==> config.mk <==
export PLATFORM = sky130hd
export DESIGN_NAME = uart_frame_parser
export DESIGN_NICKNAME = d
export VERILOG_FILES = /design/src/rtl/uart_frame_parser.sv
export SDC_FILE = /design/constraint.sdc
export NUM_CORES = 1
export LEC_CHECK = 0
export BUFFER_PORTS_ARGS = -buffer_cell sky130_fd_sc_hd__buf_2
export CAP_MARGIN = 5
export CORE_MARGIN = 3
export CORE_UTILIZATION = 50
export DETAILED_ROUTE_END_ITERATION = 8
export HOLD_SLACK_MARGIN = 0.03
export PLACE_DENSITY = 0.67
export RECOVER_POWER = 25
export SLEW_MARGIN = 5
export SYNTH_ARGS = -nofsm -noshare
export SYNTH_HDL_FRONTEND = slang
export SYNTH_SLANG_ARGS = --single-unit
==> constraint.sdc <==
create_clock -name clk -period 2.7 [get_ports clk]
set_input_delay 0.54 -clock clk [delete_from_list [all_inputs] [get_ports clk]]
set_output_delay 0.54 -clock clk [all_outputs]
set_load 0.05 [all_outputs]
==> src/rtl/uart_frame_parser.sv <==
`timescale 1ns/1ps
// uart_frame_parser: delineates SOF/CMD/ADDR/DATA/CRC command frames from the UART RX FIFO,
// checks them and holds one decoded frame until the bridge consumes it.
module uart_frame_parser #(
    parameter int unsigned BYTE_TIMEOUT_CYCLES = 125_000,
    parameter logic [7:0]  SOF_BYTE            = 8'hA5
) (
    input  logic        clk,
    input  logic        rst,
    input  logic [7:0]  rx_data,
    input  logic        rx_valid,
    output logic        rx_ready,
    output logic        parser_frame_valid,
    output logic        parser_frame_error,
    output logic [7:0]  parser_error_code,
    input  logic        parser_frame_consumed,
    output logic [7:0]  frame_cmd,
    output logic [31:0] frame_addr,
    output logic [6:0]  frame_data_bytes,
    input  logic [5:0]  data_rd_idx,
    output logic [7:0]  data_rd_byte
);
    if (BYTE_TIMEOUT_CYCLES == 0) begin : g_bad_timeout
        $fatal(1, "uart_frame_parser: BYTE_TIMEOUT_CYCLES must be non-zero");
    end

    localparam int unsigned     TmoW    = $clog2(BYTE_TIMEOUT_CYCLES + 1);
    localparam logic [TmoW-1:0] TmoLast = TmoW'(BYTE_TIMEOUT_CYCLES - 1);

    localparam logic [7:0] ErrOk      = 8'h00;
    localparam logic [7:0] ErrCrc     = 8'h01;
    localparam logic [7:0] ErrCmdInv  = 8'h02;
    localparam logic [7:0] ErrAlign   = 8'h03;
    localparam logic [7:0] ErrTimeout = 8'h04;

    typedef enum logic [2:0] {StIdle, StCmd, StAddr, StData, StCrc, StHold} state_e;

    state_e          state_q, state_d;
    logic [7:0]      cmd_q;
    logic [31:0]     addr_q;
    logic [6:0]      count_q;
    logic [1:0]      addr_cnt_q;
    logic [6:0]      data_idx_q;
    logic [7:0]      crc_q;
    logic [7:0]      code_q;
    logic [TmoW-1:0] tmo_q;
    logic [7:0]      buffer [64];

    logic accept, in_frame, timeout, sof_seen;

    function automatic logic [7:0] crc8_next(input logic [7:0] crc, input logic [7:0] b);
        logic [7:0] c;
        c = crc ^ b;
        for (int i = 0; i < 8; i++) begin
            c = c[7] ? ((c << 1) ^ 8'h07) : (c << 1);
        end
        return c;
    endfunction

    // Reads and reserved SIZE carry no payload.
    function automatic logic [6:0] payload_count(input logic [7:0] cmd);
        logic [6:0] beats;
        beats = {3'b000, cmd[3:0]} + 7'd1;
        if (cmd[7] || cmd[5:4] == 2'b11) begin
            return 7'd0;
        end
        return beats << cmd[5:4];
    endfunction

    assign rx_ready = (state_q != StHold);
    assign accept   = rx_valid && rx_ready;
    assign sof_seen = accept && (rx_data == SOF_BYTE);
    assign in_frame = (state_q == StCmd) || (state_q == StAddr) ||
                      (state_q == StData) || (state_q == StCrc);
    // Fires on the idle cycle that brings the counter to BYTE_TIMEOUT_CYCLES.
    assign timeout  = in_frame && !accept && (tmo_q == TmoLast);

    always_ff @(posedge clk or posedge rst) begin
        if (rst) begin
            state_q <= StIdle;
        end else begin
            state_q <= state_d;
        end
    end

    always_comb begin
        state_d = state_q;
        unique case (state_q)
            StIdle: if (sof_seen) state_d = StCmd;
            StCmd:  if (accept) state_d = StAddr;
            StAddr: if (accept && addr_cnt_q == 2'd3) begin
                state_d = (count_q != 7'd0) ? StData : StCrc;
            end
            StData: if (accept && data_idx_q == count_q - 7'd1) state_d = StCrc;
            StCrc:  if (accept) state_d = StHold;
            StHold: if (parser_frame_consumed) state_d = StIdle;
            default: state_d = StIdle;
        endcase
        if (timeout) begin
            state_d = StHold;
        end
    end

    always_ff @(posedge clk or posedge rst) begin
        if (rst) begin
            cmd_q      <= 8'h00;
            addr_q     <= 32'h0;
            count_q    <= 7'd0;
            addr_cnt_q <= 2'd0;
            data_idx_q <= 7'd0;
            crc_q      <= 8'h00;
            code_q     <= ErrOk;
            tmo_q      <= '0;
        end else begin
            tmo_q <= (in_frame && !accept) ? tmo_q + 1'b1 : '0;
            unique case (state_q)
                StIdle: if (sof_seen) begin
                    cmd_q      <= 8'h00;
                    addr_q     <= 32'h0;
                    count_q    <= 7'd0;
                    addr_cnt_q <= 2'd0;
                    data_idx_q <= 7'd0;
                    crc_q      <= 8'h00;
                    code_q     <= ErrOk;
                end
                StCmd: if (accept) begin
                    cmd_q   <= rx_data;
                    count_q <= payload_count(rx_data);
                    crc_q   <= crc8_next(crc_q, rx_data);
                end
                StAddr: if (accept) begin
                    addr_q[{addr_cnt_q, 3'b000} +: 8] <= rx_data;
                    addr_cnt_q <= addr_cnt_q + 2'd1;
                    crc_q      <= crc8_next(crc_q, rx_data);
                end
                StData: if (accept) begin
                    data_idx_q <= data_idx_q + 7'd1;
                    crc_q      <= crc8_next(crc_q, rx_data);
                end
                StCrc: if (accept) begin
                    if (rx_data != crc_q) begin
                        code_q <= ErrCrc;
                    end else if (cmd_q[5:4] == 2'b11) begin
                        code_q <= ErrCmdInv;
                    end else if ((cmd_q[5:4] == 2'b01 && addr_q[0]) ||
                                 (cmd_q[5:4] == 2'b10 && addr_q[1:0] != 2'b00)) begin
                        code_q <= ErrAlign;
                    end else begin
                        code_q <= ErrOk;
                    end
                end
                StHold: if (parser_frame_consumed) code_q <= ErrOk;
                default: ;
            endcase
            if (timeout) begin
                code_q <= ErrTimeout;
            end
        end
    end

    always_ff @(posedge clk) begin
        if (state_q == StData && accept) begin
            buffer[data_idx_q[5:0]] <= rx_data;
        end
    end

    assign parser_frame_valid = (state_q == StHold);
    assign parser_frame_error = (code_q != ErrOk);
    assign parser_error_code  = code_q;
    assign frame_cmd          = cmd_q;
    assign frame_addr         = addr_q;
    assign frame_data_bytes   = count_q;
    assign data_rd_byte       = buffer[data_rd_idx];

endmodule

==> summary.md <==
| Metric | Value |
|---|---|
| CTS root buf | `clkbuf_16` |
| CTS Buffer Depth | `3` |
| Worst flop-to-flop path startpoint | `addr_cnt_q[0]` |
| Core Rows | `80` |
| Global-route wire length before repair | `89.83 mm` |
| R2R setup slack | `330 ps` |
| Final WS setup | `-259.3 ps` |
| Mean cell area of the mapped netlist | `16.95 um^2` |
| Sw Pwr | `5.804 mW` |
| Slew margin rel. | `-0.3717` |
| Core footprint | `0.04825 mm^2` |
| End of the worst hold path | `state_q[2]` |
| Syn Inst Count | `1458` |
| Setup violators final | `9` |
| Max cap viols | `4` |
| Peak Freq | `0.3379 GHz` |
| Static Leak | `10.18 nW` |
| Hold path depth | `4` |
| Layout cell share with drive strength beyond 1 | `0.2900` |
| Xor/xnor share of the synthesized area | `0.01893` |
| Worst skew pair latency | `630 ps` |
| CTS H-tree lvls | `2` |
| Die W | `228.3 um` |
| Min-Delay Path Class | `in2reg` |
| Combinational share of power | `0.152` |
| Multiplexer share of the synthesized area | `0.1216` |
| CTS tree | `done` |
| Ys flop type | `edfxtp_1` |
| Post-synth EDFFs | `512` |
| Distinct cell type count after synthesis | `69` |
| Pin count of the biggest net entering global routing | `65` |
| Seq pwr share | `0.479` |
| Peak VDD IR | `595.1 uV` |
| Startpoint types | `register` |
| Initial drt markers | `1555` |
| Worst reg2reg path depth | `6` |
| Post-Synth Adder-Cell Area | `0.007088` |
| FILL cells | `3537` |
| Initial Utilization | `0.5122` |
| Flops & latches, synth | `599` |
| Worst slew pin tran | `2058 ps` |
| Setup TNS | `-1686 ps` |
| Post-DP HPWL | `39.18 mm` |
| Critical path type | `reg2out` |
| Pre-antenna DRT Iters | `5` |
| Crit share post-route | `1.096` |
| Post-synthesis compound-gate area fraction | `0.04719` |
| # clock sinks | `599` |
| # IOs | `84` |
| Synth warnings | `0` |
| Chip Height | `228.3 um` |
| Final ANT Viol Nets | `0` |
| Wirelength per Cell | `24.46 um` |
| Residual DRC | `0` |
| Post-synthesis sequential area ratio | `0.7102` |
| Clock skew | `41.97 ps` |
| Clk pwr share | `0.369` |
| Outcome | `finished, violations left` |
| Internal power | `16.26 mW` |
| Fraction of registers with async set/reset | `0.1452` |
| Die Area | `0.05213 mm^2` |
| Switch share | `0.2631` |
| CP cell instances | `mux4_2 -> nor2b_1 -> a211oi_2 -> nor3_2 -> a22o_2 -> buf_6` |
| Post-DR vias/cell | `5.811` |
| Critical path data arrival time | `2420 ps` |
| Final min period | `2959 ps` |
| Gr usage total | `0.2290` |
| PortBufs | `78` |
| Total routed wirelength | `59.01 mm` |
| Final net count | `1737` |
| Unrepaired setup endpoints after global routing | `true` |
| CP endpoint kind | `output port` |
| Simple-gate share of the synthesized area | `0.07007` |
| Setup repair bufs after CTS | `0` |
| Cell Pwr Density | `754.1 mW/mm^2` |
| Syn Std Cell Area | `0.02471 mm^2` |
| Gpl congestion | `0.8883` |
| Final hold vios | `0` |
| Largest family of logic cells by synthesized area | `multiplexers` |
| Worst-path maximum fanout | `1` |
| Worst hold start | `parser_frame_consumed` |
| CP required | `2160 ps` |
| Slew Limit Fails | `152` |
| Largest area contributor in the netlist | `edfxtp_1` |
| Synth area leaders | `edfxtp_1, mux4_2, dfrtp_1` |
| Num CTS Buffers | `60` |
| Initial antenna violation count | `1` |
| Slowest stage cell, crit path | `mux4_2` |
| Via count | `14020` |
| Congestion Overflow GR | `0` |
| Placed cell count | `2302` |
| Failing checks | `max-capacitance violations, max-slew violations, negative setup slack` |
| CP max stage delay | `510 ps` |
| Area Growth Syn to Fin | `18.38%` |
| Worst-path clk slew | `60 ps` |
| Vias in the first global route | `14260` |
| Final cell count without fillers | `2412` |
| R2R Path End | `frame_addr[10]` |
| Share of the synthesized area in the top cell type | `0.6221` |
repair_timing:
item,CTS,global route
gates resized for setup,43,7
endpoints found under the hold margin,17,0
endpoints found under the setup margin,8,8
hold buffers,1,0
pin swaps,16,2
critical path, delay by kind of cell, from the launching register on:
kind                   cells  cell delay [ps]
AOI/OAI and AO/OA          2              520
muxes                      1              510
DFF                        1              380
and+or+nand+nor            2              260
buffers and inverters      1              160
final cells by class:
type | count | area (um^2) | share of cell area
Multi-Input combinational cell | 741 | 6718 | 0.2296
Timing Repair Buffer | 265 | 2085 | 0.07125
Clock inverter | 36 | 352.8 | 0.01206
Antenna cell | 1 | 2.502 | 0.00008553
Sequential cell | 599 | 17550 | 0.5999
Tap cell | 656 | 820.8 | 0.02805
Clock buffer | 76 | 1583 | 0.05410
Inverter | 38 | 143.9 | 0.004918
worst max-delay path by stage:
stage	startpoint	cells after the start	endpoint	slack, ps
final	buffer[22][5]	6	data_rd_byte[5]	-260
after global routing	buffer[23][5]	6	data_rd_byte[5]	-310
after CTS	buffer[22][5]	6	data_rd_byte[5]	-270
after detailed placement	data_rd_idx[0]	9	data_rd_byte[4]	-360
after global placement	data_rd_idx[0]	8	data_rd_byte[0]	-360
after floorplan	data_rd_idx[0]	9	data_rd_byte[4]	-2
cell families after synthesis:
family / after synthesis
DFF: 599
and+or+nand+nor: 356
AOI/OAI and AO/OA: 181
muxes: 140
buffers and inverters: 122
xor gates and xnor gates: 45
adders and majority gates: 14
other: 1
sequential cells by signal, indices dropped and copies added, names as in the netlist:
| register | count |
|---|---|
| frame_data_bytes | 7 |
| parser_error_code | 3 |
| crc_q | 8 |
| frame_cmd | 8 |
| data_idx_q | 7 |
| tmo_q | 17 |
| frame_addr | 32 |
| addr_cnt_q | 2 |
| buffer | 512 |
| state_q | 3 |
per-stage QoR:
stage	hold slack [ps]	utilization	area (um^2)	power (mW)	setup WS, ps
after floorplan	432.9	-	24750	13.06	-1.805
after global placement	445.6	0.5630	27160	13.98	-356.3
after detailed placement	461.7	0.5630	27160	14.06	-361.9
after CTS	351.8	0.6065	29260	22.23	-274.3
after global routing	422.5	0.6064	29250	22.87	-313.0
final	394.1	0.6064	29260	22.06	-259.3
cells in the final DEF, fill, tap and decap left out, types with 12 or more instances in the layout:
cell type  Yosys  routed
edfxtp_1     512     512
buf_4         14     152
mux4_2       128     128
nor2_1       108     108
dfrtp_1       87      87
nand2_1       81      81
nand3_1       67      67
buf_2         32      63
clkbuf_16      0      61
o21ai_0       60      60
inv_1         38      37
clkbuf_1      26      30
xnor2_1       22      22
a21oi_1       22      22
nand2b_1      21      21
buf_12         0      18
nor2b_1       18      17
xor2_1        17      17
a22oi_1       15      14
a31oi_1       15      14
ha_1          14      14
clkinv_2       0      13
clkinv_1       0      12
cell usage after synthesis (all sizes together) (21+ instances only):
cell / n
xnor2: 24
mux4: 128
o21ai: 68
buf: 57
nand2b: 21
nand2: 81
a21oi: 24
nor2: 108
dfrtp: 87
clkbuf: 27
edfxtp: 512
nand3: 68
inv: 38
layer usage:
layer	global-route usage	up-vias	part of all wire	wire [um]
li1	-	6199	-	-
met1	0.3216	7214	0.41	24380
met2	0.3673	509	0.49	28620
met3	0.04000	93	0.072	4220
met4	0.07893	0	0.030	1788
met5	0	-	0	0
power groups by stage:
stage,sequential (mW),combinational [mW],clock [mW]
global route,10.6,3.62,8.64
finish,10.6,3.36,8.13
CTS,10.6,3.37,8.29
floorplan,11.3,1.77,0
global placement,10.7,3.25,0
detailed placement,10.7,3.31,0
Power figures use the tool's default switching activity.
